[src/rtl/pll_drp_sequencer_if.sv]
// rtl/pll_drp_sequencer_if.sv - DRP bus between the reconfiguration sequencer and the PLL wrapper
//
// Purpose: bundles the PLLE2_ADV/MMCM dynamic reconfiguration port pins.
// Signals:
//   DADDR [6:0]  register address      (master -> slave)
//   DEN          access enable pulse    (master -> slave)
//   DWE          write enable           (master -> slave)
//   DI    [15:0] write data             (master -> slave)
//   DO    [15:0] read data, valid with DRDY (slave -> master)
//   DRDY         access complete        (slave -> master)
// Modports: master (sequencer side), slave (PLL side).

interface pll_drp_sequencer_if;
  logic [6:0]  DADDR;
  logic        DEN;
  logic        DWE;
  logic [15:0] DI;
  logic [15:0] DO;
  logic        DRDY;

  modport master (
    output DADDR, DEN, DWE, DI,
    input  DO, DRDY
  );

  modport slave (
    input  DADDR, DEN, DWE, DI,
    output DO, DRDY
  );
endinterface

[src/rtl/pll_drp_sequencer.sv]
// rtl/pll_drp_sequencer.sv - PLL DRP reconfiguration sequencer (read-modify-write table walker)
//
// Purpose: on SEN, holds the PLL in reset, walks NUM_ENTRIES table entries doing
// a DRP read-modify-write for each, releases the PLL reset, waits for LOCKED and
// pulses SRDY. Everything runs in the DCLK domain.
// Ports:
//   DCLK        DRP clock, clocks all logic
//   RST         synchronous active-high reset
//   SEN         start request, sampled only when idle
//   SRDY        one-cycle completion pulse (PLL locked)
//   BUSY        high from the cycle after an accepted SEN through the SRDY cycle
//   TBL_IDX     current table index
//   TBL_ENTRY   table word for TBL_IDX: [38:32] addr, [31:16] keep-mask, [15:0] data
//   PLL_RST     PLL reset pin
//   PLL_LOCKED  PLL lock indicator
//   drp         DRP bus (master modport)
//   ERR         sticky timeout flag
// Optional feature: define PLL_DRP_TIMEOUT_EN to bound the DRDY/LOCKED waits by
// TIMEOUT_CYCLES; without it ERR is constant 0 and the waits are unbounded.

module pll_drp_sequencer #(
  parameter int NUM_ENTRIES    = 23,
  parameter int IDX_W          = 5,
  parameter int TIMEOUT_CYCLES = 1024
) (
  input  logic                 DCLK,
  input  logic                 RST,
  input  logic                 SEN,
  output logic                 SRDY,
  output logic                 BUSY,
  output logic [IDX_W-1:0]     TBL_IDX,
  input  logic [38:0]          TBL_ENTRY,
  output logic                 PLL_RST,
  input  logic                 PLL_LOCKED,
  pll_drp_sequencer_if.master  drp,
  output logic                 ERR
);

  if (NUM_ENTRIES < 1 || NUM_ENTRIES > 32 || (2 ** IDX_W) < NUM_ENTRIES || TIMEOUT_CYCLES < 1)
  begin : g_param_check
    $error("pll_drp_sequencer: illegal parameter combination");
  end

  localparam logic [IDX_W-1:0] LAST_IDX = IDX_W'(NUM_ENTRIES - 1);

  typedef enum logic [3:0] {
    st_idle,
    st_assert,
    st_read,
    st_wait_r,
    st_write,
    st_wait_w,
    st_release,
    st_wait_lock,
    st_done
  } state_t;

  state_t           state, state_n;
  logic [IDX_W-1:0] idx_q, idx_n;
  logic             srdy_q, busy_q, pll_rst_q, den_q, dwe_q;
  logic [6:0]       daddr_q;
  logic [15:0]      di_q;
  logic             timeout;

  wire [15:0] keep_mask = TBL_ENTRY[31:16];
  wire [15:0] new_data  = TBL_ENTRY[15:0];

`ifdef PLL_DRP_TIMEOUT_EN
  localparam int CNT_W = $clog2(TIMEOUT_CYCLES + 1);
  logic [CNT_W-1:0] wait_cnt;
  logic             err_q;
  logic             in_wait;

  assign in_wait = (state == st_wait_r) || (state == st_wait_w) || (state == st_wait_lock);
  // Fires on the TIMEOUT_CYCLES-th consecutive cycle spent in the same wait state.
  assign timeout = in_wait && (wait_cnt == CNT_W'(TIMEOUT_CYCLES - 1));

  always_ff @(posedge DCLK) begin
    if (RST) begin
      wait_cnt <= '0;
      err_q    <= 1'b0;
    end else begin
      // Clears on every state change, so each wait gets the full budget.
      if (in_wait && (state_n == state)) begin
        wait_cnt <= wait_cnt + CNT_W'(1);
      end else begin
        wait_cnt <= '0;
      end
      if (timeout && (state_n == st_idle)) begin
        err_q <= 1'b1;
      end
    end
  end

  assign ERR = err_q;
`else
  assign timeout = 1'b0;
  assign ERR     = 1'b0;
`endif

  always_comb begin
    state_n = state;
    idx_n   = idx_q;
    case (state)
      st_idle: begin
        if (SEN) begin
          state_n = st_assert;
          idx_n   = '0;
        end
      end
      st_assert: state_n = st_read;
      st_read:   state_n = st_wait_r;
      st_wait_r: begin
        if (drp.DRDY) begin
          state_n = st_write;
        end else if (timeout) begin
          state_n = st_idle;
        end
      end
      st_write:  state_n = st_wait_w;
      st_wait_w: begin
        if (drp.DRDY) begin
          if (idx_q == LAST_IDX) begin
            state_n = st_release;
          end else begin
            idx_n   = idx_q + IDX_W'(1);
            state_n = st_read;
          end
        end else if (timeout) begin
          state_n = st_idle;
        end
      end
      // LOCKED is deliberately not looked at here: it may still be stale from
      // before the reconfiguration.
      st_release: state_n = st_wait_lock;
      st_wait_lock: begin
        if (PLL_LOCKED) begin
          state_n = st_done;
        end else if (timeout) begin
          state_n = st_idle;
        end
      end
      st_done: state_n = st_idle;
      default: state_n = st_idle;
    endcase
  end

  // Output registers are loaded from the next state so they line up with the
  // state they belong to.
  always_ff @(posedge DCLK) begin
    if (RST) begin
      state     <= st_idle;
      idx_q     <= '0;
      srdy_q    <= 1'b0;
      busy_q    <= 1'b0;
      pll_rst_q <= 1'b1;
      den_q     <= 1'b0;
      dwe_q     <= 1'b0;
      daddr_q   <= '0;
      di_q      <= '0;
    end else begin
      state     <= state_n;
      idx_q     <= idx_n;
      srdy_q    <= (state_n == st_done);
      busy_q    <= (state_n != st_idle);
      pll_rst_q <= (state_n == st_assert) || (state_n == st_read) || (state_n == st_wait_r) ||
                   (state_n == st_write)  || (state_n == st_wait_w);
      den_q     <= (state_n == st_read) || (state_n == st_write);
      dwe_q     <= (state_n == st_write);
      if (state == st_read) begin
        daddr_q <= TBL_ENTRY[38:32];
      end
      // di_q doubles as the read holding register: the merge is done as DO is
      // captured, so DI is ready in the WRITE cycle.
      if ((state == st_wait_r) && drp.DRDY) begin
        di_q <= (drp.DO & keep_mask) | (new_data & ~keep_mask);
      end
    end
  end

  // The table word only becomes valid once TBL_IDX has advanced, i.e. in the
  // READ cycle itself, so the read address comes straight from the table read
  // of the registered index; daddr_q holds it for the WRITE and afterwards.
  assign drp.DADDR = (state == st_read) ? TBL_ENTRY[38:32] : daddr_q;
  assign drp.DEN   = den_q;
  assign drp.DWE   = dwe_q;
  assign drp.DI    = di_q;
  assign SRDY      = srdy_q;
  assign BUSY      = busy_q;
  assign PLL_RST   = pll_rst_q;
  assign TBL_IDX   = idx_q;

endmodule

[src/flat_wrapper.sv]
// flat-port wrapper written by rule: the top's interface ports become plain ports
module pll_drp_sequencer_flat 
#(
  parameter int NUM_ENTRIES    = 23,
  parameter int IDX_W          = 5,
  parameter int TIMEOUT_CYCLES = 1024
)
  (DCLK, RST, SEN, SRDY, BUSY, TBL_IDX, TBL_ENTRY, PLL_RST, PLL_LOCKED, ERR, drp_DADDR, drp_DEN, drp_DWE, drp_DI, drp_DO, drp_DRDY);
  pll_drp_sequencer_if drp_i ();
  input  logic DCLK;
  input  logic RST;
  input  logic SEN;
  output logic SRDY;
  output logic BUSY;
  output logic [IDX_W-1:0] TBL_IDX;
  input  logic [38:0] TBL_ENTRY;
  output logic PLL_RST;
  input  logic PLL_LOCKED;
  output logic ERR;
  output wire logic [$bits(drp_i.DADDR)-1:0] drp_DADDR;
  output wire logic [$bits(drp_i.DEN)-1:0] drp_DEN;
  output wire logic [$bits(drp_i.DWE)-1:0] drp_DWE;
  output wire logic [$bits(drp_i.DI)-1:0] drp_DI;
  input wire logic [$bits(drp_i.DO)-1:0] drp_DO;
  input wire logic [$bits(drp_i.DRDY)-1:0] drp_DRDY;
  assign drp_DADDR = drp_i.DADDR;
  assign drp_DEN = drp_i.DEN;
  assign drp_DWE = drp_i.DWE;
  assign drp_DI = drp_i.DI;
  assign drp_i.DO = drp_DO;
  assign drp_i.DRDY = drp_DRDY;
  pll_drp_sequencer #(.NUM_ENTRIES(NUM_ENTRIES), .IDX_W(IDX_W), .TIMEOUT_CYCLES(TIMEOUT_CYCLES)) u_core (.DCLK(DCLK), .RST(RST), .SEN(SEN), .SRDY(SRDY), .BUSY(BUSY), .TBL_IDX(TBL_IDX), .TBL_ENTRY(TBL_ENTRY), .PLL_RST(PLL_RST), .PLL_LOCKED(PLL_LOCKED), .drp(drp_i), .ERR(ERR));
endmodule
[config.mk]
export PLATFORM = sky130hd
export DESIGN_NAME = pll_drp_sequencer_flat
export DESIGN_NICKNAME = d
export VERILOG_FILES = /design/src/rtl/pll_drp_sequencer_if.sv /design/src/rtl/pll_drp_sequencer.sv /design/src/flat_wrapper.sv
export SDC_FILE = /design/constraint.sdc
export NUM_CORES = 1
export LEC_CHECK = 0
export CAP_MARGIN = 20
export CORE_UTILIZATION = 39
export DETAILED_ROUTE_END_ITERATION = 7
export DONT_BUFFER_PORTS = 1
export PLACE_DENSITY = 0.5
export SKIP_LAST_GASP = 1
export SLEW_MARGIN = 20
export SYNTH_ARGS = -nofsm -noshare
export SYNTH_HDL_FRONTEND = slang
export SYNTH_SLANG_ARGS = --single-unit
[constraint.sdc]
create_clock -name DCLK -period 2.8 [get_ports DCLK]
set_clock_uncertainty 0.15 [all_clocks]
set_input_delay 0.56 -clock DCLK [delete_from_list [all_inputs] [get_ports DCLK]]
set_output_delay 0.56 -clock DCLK [all_outputs]
set_load 0.1 [all_outputs]
======== Yosys cells after proc, flatten, opt, wreduce, memory -nomap -nowiden ========
Index checks and enable logic that the tools add are counted.
storage, ports and cells
  word-level logic and storage cells ...... 52
  flip-flop bits (word level) ............. 37
  output and inout bits ................... 34
cells by class
  equal/unequal tests ..................... 17
  multiplexer cells ....................... 11
  $add $sub $neg .......................... 1
  bitwise operators ....................... 4
  reductions and logical operators ........ 10
operators by type and width
  kind                   count
  $and A16 B16 Y16       2
  $pmux W4 S8            1
  $eq A4 B3 Y1 const B   6
  $eq A4 B2 Y1 const B   4
  $mux W4                4
  $not A16 Y16           1
  $or A16 B16 Y16        1
  $mux W5                3
  $pmux W5 S2            1
  $eq A4 B1 Y1 const B   2
  $mux W7                1
  $ne A2 B2 Y1 const B   3
  $add A5 B1 Y5 const B  1
  $eq A5 B5 Y1 const B   1
  $logic_or A1 B1 Y1     5
  $eq A4 B4 Y1 const B   1
  $logic_not A4 Y1       1
  $reduce_and A4 Y1      1
  $reduce_bool A4 Y1     1
  $mux W3                1
  $reduce_bool A2 Y1     1
  $logic_and A1 B1 Y1    1

======== Longest topological paths before layout ========
Gate-level depths: netlist of the first run.
  depth in word-level cells ............... 9
  gate-level depth with buffers ........... 7
  depth with buffers taken out ............ 7

======== Worst setup path after synthesis of the first run ========
Ideal clock, no wire load.
  path type ............................... register -> register
  start point ............................. reg u_core.idx_q[1], in the netlist u_core.TBL_IDX[1]
  end point ............................... reg u_core.den_q, in the netlist u_core.drp.DEN
  path slack .............................. 0.331 ns
  path buffers ............................ 0
  library setup time ...................... 0.086 ns
  arrival ................................. 2.233 ns
  stages on the path, launching flop included .. 7
  cells stage by stage .................... dfxtp_1 -> ha_1 -> and4b_1 -> nor2_1 -> o32a_4 -> nand2b_4 -> a221oi_2
between the ends
  longest elaborated chain between the ends .. 6
  elaborated cells between the ends (all ways) .. 7
  classes of those cells .................. eq/ne: 3; mux: 3; reduce/logical: 1
RTL lines
  element                                       RTL line                  text
  start: declaration                            pll_drp_sequencer.sv:59   logic [IDX_W-1:0] idx_q, idx_n;
  start signal: assignment                      pll_drp_sequencer.sv:163  idx_q <= idx_n;
  $eq A5 B5 Y1 *                                pll_drp_sequencer.sv:123  if (idx_q == LAST_IDX) begin
  $mux W3 *                                     pll_drp_sequencer.sv:123
  $mux W4 *                                     pll_drp_sequencer.sv:122  if (drp.DRDY) begin
  $pmux W4 S8 *                                 pll_drp_sequencer.sv:104  case (state)
  $eq A4 B2 Y1 or $eq A4 B3 Y1 (tied branches)  pll_drp_sequencer.sv:168  den_q <= (state_n == st_read) || (state_n == st_write);
  $logic_or A1 B1 Y1 *                          pll_drp_sequencer.sv:168
  end signal: assignment                        pll_drp_sequencer.sv:168
  end: declaration                              pll_drp_sequencer.sv:60   logic srdy_q, busy_q, pll_rst_q, den_q, dwe_q;
Mark *: on every way between the ends. The rest lies on a longest branch, timed or not.
A chain may end at the register's enable or synchronous reset.

======== Worst setup path after layout of the first run ========
  start point ............................. reg u_core.state[1]
  end point ............................... out drp_DADDR[2]
between the ends
  longest elaborated chain between the ends .. 2
RTL lines
  element                   RTL line                  text
  start: declaration        pll_drp_sequencer.sv:58   state_t state, state_n;
  start signal: assignment  pll_drp_sequencer.sv:152  state <= st_idle;
  start signal: assignment  pll_drp_sequencer.sv:162  state <= state_n;
  $eq A4 B2 Y1              pll_drp_sequencer.sv:184  assign drp.DADDR = (state == st_read) ? TBL_ENTRY[38:32] : daddr_q;
  $mux W7                   --
  end: declaration          flat_wrapper.sv:20        output wire logic [$bits(drp_i.DADDR)-1:0] drp_DADDR;
No other way between the ends.

==> impl_results.md, run 1 <==
* TNS Setup at 0 ns
* Total iterations of the first detailed-routing run at 4
* Dpl ws at 0.570 ns
* NumNets Final at 262
* Slew headroom at 64.3%
* Top Layer Used: met4
* ANT cells at 0
* Synthesized flop and latch total at 37
* Total wire length at 3.66 mm
* Antenna Nets Post-Route at 0
* Core Region at 4350 sq um
* Inserted Clock Buffers at 5
* CTS H-tree depth at 2
* Fin worst setup slack at approximately 0.28 ns
* Max Cap Viol at 0
* CP max stage delay at approximately 0.57 ns
* Clk buf depth at 2
* Overall Global Routing Usage at 15.5%
* Main synth FF type: dfxtp_1
* IO buf count at 0
* Critical path endpoint category: output port
* Remaining Overflow, GRT at 0
* Critical path peak fanout at 9
* Syn Area/Cell at between 9 and 10 sq um
* Most frequent cells in the layout: 37 x dfxtp_1, 30 x nor2_1, 28 x buf_4, 16 x mux2i_1, 16 x a211oi_1
* Ys async rst share at 0%
* Synth area leader: dfxtp_1
* Clk pwr share at 28.2%
* CP Class: register to output port
* Number of synthesis warnings at 0
* Critical path cell sequence: nand2b_4, nor3_2, buf_4, mux2_2
* RePlAce Congestion at approximately 0.8
* Hold_buf cts at 0
* Hold WC Path Type: primary input to register
* RSZ-0062 raised after global routing: no
* Starting density of the core at 40.4%
* Final hold viol count at 0
* Wire length per cell at 14.5 um
* Vias after detailed routing at 1334
* Slew @ Worst Pin at roughly 0.54 ns
* Clk_lat worst skew at 0.28 ns
* Tmin final at 2.52 ns
* Synthesis-to-layout area growth at 16.1%
* Met1 Wirelength at 1.48 mm
* Initial DRC Count at 50
* Yosys top cell area share at 42.1%
* Final Setup Violations at 0
* Worst Path Arrival at 1.81 ns
* Slew Limit Fails at 0
* Status: finished, final reports clean
* Die area at 4780 sq um
* Seq. cell area at about 740 sq um
* Area contributors post-synth: dfxtp_1 42%, mux2i_1 9.1%, a211oi_1 6.8%
* Clock root buffer: clkbuf_8
* PostCTS Resize Cnt at 0
* Via density at 5.29
* Vias in the first global route at 1290
* Total net switching power at 468 uW
* Clk slew on worst S/H paths at around 0.07 ns
* Flop pwr share at around 44%
* Fillers at roughly 410
* First-pass GRT wire length at between 5 and 6 mm
* Post-route clock period utilization at 90.1%
* CTS tree: yes
* CP max-delay cell: mux2_2
* Pin count of the biggest net entering global routing at 35
* DPL Wire Length at around 2.8 mm
* Leak at 0.826 nW
* Site Rows at 24
* Post-Syn Nets at 238
* Critical path required time at 2.09 ns
* Buf+Inv Stages, Crit Path at 1
* Mapped Area at 1760 sq um
* Fmax at slightly below 0.4 GHz
* Post-synth cell types at 43
* DRC Markers at 0
* Max IR drop VDD at 240 uV
* Die X at around 69 um
* WL met3 at 290 um
* PwrDens at 638 nW/um^2
* Area occupied by multi-input gates at slightly above 900 sq um
* Initial antenna violation count at 0
* Crit-path leading delay family: multiplexers
* Most common cell after layout, fill and taps aside: dfxtp_1
* Post-Synthesis Cells at ~180
* Startpoint types: register
* Met2 routed WL at 1.83 mm
* Die Y at 69.1 um
* Sw frac at 35.9%
* Post-CTS Setup Inserts at 0
* Comb pwr share at between 20 and 30%
* Share of layout cells above drive strength 1 at about 28%
* Number of synthesized flops with an enable pin at 0
* Clock sinks at 37
* Design internal power at 834 uW
* Sequential share of the synthesized area at 42.1%
* IO Pins at 94
==> cell families (layout without fill, tap and decap cells) <==
group,after synthesis,count (layout),synth area share [%]
other cells,1,1,0.213
compound gates,29,29,14.4
mux,25,25,14.9
buf+inv,12,36,5.05
flops,37,37,42.1
xor+xnor,4,4,1.99
simple gates,66,66,19.9
fa+ha+maj,2,2,1.42
==> sequential cells by signal, indices dropped and copies added (netlist names) <==
signal / count
u_core.drp.DEN: 1
u_core.PLL_RST: 1
u_core.daddr_q: 7
u_core.drp.DI: 16
u_core.TBL_IDX: 5
u_core.state: 4
u_core.SRDY: 1
u_core.drp.DWE: 1
u_core.BUSY: 1
==> synthesized netlist by cell type, types with 3 or more instances <==
| cell | number |
|---|---|
| a21oi_1 | 3 |
| nand2_1 | 7 |
| mux2i_1 | 16 |
| nor2b_1 | 7 |
| nor2_1 | 30 |
| mux2_2 | 9 |
| buf_6 | 4 |
| a211oi_1 | 16 |
| xor2_1 | 3 |
| dfxtp_1 | 37 |
==> metrics by stage <==
step                      hold WS, ns  utilization [%]  total power, mW  instance area, sq um  cells
after floorplan                 0.454                -            0.920                  1760    176
after global placement          0.339             44.9            0.943                  1950    245
after detailed placement        0.337             44.9            0.949                  1950    245
after CTS                       0.178             46.9             1.32                  2040    252
after global routing            0.164             46.9             1.37                  2040    252
final                           0.189             46.9             1.30                  2040    252
==> cell type report <==
cell class,instances,area share (%)
multi-input cells,127,45.8
flip-flops and latches,37,36.3
repair buffers,28,10.3
clock buffers,7,4.23
well taps,52,3.19
inverters,1,0.184
==> layer usage <==
layer  track usage [%]  vias to the layer above
met5                 0                        -
met3              5.99                        6
met4              6.12                        0
met1              16.8                      604
met2              27.0                       58
li1                  -                      666
==> power by group through the flow <==
stage                     combinational (mW)  sequential [mW]  clock [mW]
after CTS                              0.368            0.570       0.384
after floorplan                        0.245            0.674           0
final                                  0.366            0.570       0.367
after detailed placement               0.367            0.582           0
after global routing                   0.382            0.573       0.412
after global placement                 0.363            0.580           0
==> final timing paths <==
kind | end | cells after the start | startpoint | slack [ns]
max | drp_DADDR[2] | 4 | u_core.state[1] | 0.28
min | u_core.TBL_IDX[1] | 1 | RST | 0.19
max reg2reg | u_core.daddr_q[2] | 5 | u_core.state[1] | 0.79
min reg2reg | u_core.drp.DI[15] | 2 | u_core.drp.DI[15] | 0.35
==> worst register-to-register path: stages, from the launching register on <==
cell and delay, ns:
dfxtp_1 0.52, nand2b_4 0.12, nor3_2 0.13, buf_4 0.19
mux2_2 0.57, nor2b_1 0.23
Power figures use the tool's default switching activity.
==> run 2, diff against run 1 <==
CELL_PAD_IN_SITES_DETAIL_PLACEMENT = 1   (was default)
CELL_PAD_IN_SITES_GLOBAL_PLACEMENT = 1   (was default)
PLACE_DENSITY = 0.66   (was 0.5)
==> run 2 against run 1 <==
Combinational power grew 1%. Worst setup slack worse by 0.020 ns. Largest cell class unchanged. Largest power group unchanged. Core utilization is the same. Cell count unchanged. Via count increased by 2.9%. Count of clock-buffer cells in the layout unchanged. Sequential power barely moved. Routed wire length increased by 9.5%. Sequential share of layout area is the same. Register-to-register slack about the same. Global-route usage rose by 1.5 points.
==> impl_results.md, run 2 (synthesized netlist as in run 1, its figures left out) <==
* Synthesis-to-layout area growth at 16.1%
* Clk slew on worst S/H paths at 0.07 ns
* Clk buf depth at 2
* Total iterations of the first detailed-routing run at 5
* PwrDens at 641 nW/um^2
* IO buf count at 0
* Hold_ws at 0.192 ns
* Fmax at 0.393 GHz
* Overall Global Routing Usage at 17.0%
* IO Pins at 94
* Tmin final at 2.54 ns
* Post-route clock period utilization at roughly nine tenths
* TNS Setup at 0 ns
* Worst Reg2Reg Path Length in Cells at 5
* Critical path endpoint category: output port
* Antenna Nets Post-Route at 0
* Number of flip-flops in the largest register at 16
* Wire length per cell at around 16 um
* CP Class: register to output port
* Max IR drop VDD at 287 uV
* Initial antenna violation count at 0
* Fin worst setup slack at 0.257 ns
* PostCTS Resize Cnt at 0
* Die area at 4780 sq um
* Hold_buf cts at 0
* Most frequent cells in the layout: 37 x dfxtp_1, 30 x nor2_1, 28 x buf_4, 16 x mux2i_1, 16 x a211oi_1
* Clock sinks at 37
* Clock root buffer: clkbuf_8
* Post-CTS Setup Inserts at 0
* Pin count of the biggest net entering global routing at 35
* Core Region at between 4000 and 5000 sq um
* Dpl ws at 0.561 ns
* Die Y at 69.1 um
* Fillers at ~480
* Remaining Overflow, GRT at 0
* RePlAce Congestion at 0.839
* Via density at between 5 and 6
* Vias in the first global route at 1421
* Total wire length at 4.01 mm
* DPL Wire Length at between 3 and 4 mm
* NumNets Final at 262
* ANT cells at 0
* Hold WC Path Type: primary input to register
* Starting density of the core at about two fifths
* Most common cell after layout, fill and taps aside: dfxtp_1
* Final hold viol count at 0
* Slew Limit Fails at 0
* Site Rows at 24
* Initial DRC Count at 51
* Slew @ Worst Pin at 0.536 ns
* First-pass GRT wire length at 6.44 mm
* Slew headroom at 64.2%
* CTS tree: yes
* Critical path peak fanout at 9
* Status: finished, final reports clean
* Critical path required time at 2.09 ns
* Vias after detailed routing at 1373
* RSZ-0062 raised after global routing: no
* Final instance area at 2040 sq um
* CTS H-tree depth at 2
* Final Setup Violations at 0
* Startpoint types: register
* Share of layout cells above drive strength 1 at 28.5%
* Max Cap Viol at 0
* Worst Hold Path Cells at 1
* DRC Markers at 0
* Die X at 69.1 um
* Placed Instance Area at 1950 sq um
* Worst Path Arrival at 1.83 ns
* Leak at 0.826 nW
* Clk_lat worst skew at 0.28 ns
* Inserted Clock Buffers at 5
-- run 2: cell counts in the layout (fill, tap and decap cells not counted) --
Identical to the previous run, type by type.
-- run 2: power breakdown --
part           internal (mW)  switching (mW)  total [mW]
clock                  0.195           0.172       0.368
sequential             0.552          0.0188       0.571
combinational         0.0877           0.282       0.370
total                  0.835           0.473        1.31
-- run 2: worst max-delay path, stage by stage, from the launching register on --
cell      delay [ns]
dfxtp_1         0.55
nand2b_4        0.13
nor3_2          0.12
buf_4           0.18
mux2_2          0.57
-- run 2: through the flow --
stage	power (mW)	cells	util (%)
after CTS	1.33	252	46.9
after global routing	1.36	252	46.9
after detailed placement	0.953	245	44.9
after global placement	0.943	245	44.9
final	1.31	252	46.9
after floorplan	0.920	176	-
-- run 2: path summary, 6_finish.rpt --
path	startpoint	endpoint	slack (ns)
min	RST	u_core.TBL_IDX[0]	0.19
min reg2reg	u_core.TBL_IDX[1]	u_core.TBL_IDX[1]	0.50
max reg2reg	u_core.state[1]	u_core.daddr_q[0]	0.78
max	u_core.state[1]	drp_DADDR[0]	0.26
-- run 2: area by class of cell --
| cell class | instances | area, sq um | share of cell area (%) |
|---|---|---|---|
| Inverter | 1 | 3.75 | 0.184 |
| Sequential cell | 37 | 741 | 36.3 |
| Tap cell | 52 | 65.1 | 3.19 |
| Timing Repair Buffer | 28 | 210 | 10.3 |
| Multi-Input combinational cell | 127 | 935 | 45.8 |
| Clock buffer | 7 | 86.3 | 4.23 |
-- run 2: layer usage --
layer	vias to the layer above	part of all wire [%]	track usage [%]	routed length [um]
met2	54	51	29.4	2030
met3	5	7.4	4.97	295
met4	0	1.1	7.48	44
met5	-	0	0	0
met1	651	41	19.2	1640
li1	663	-	-	-
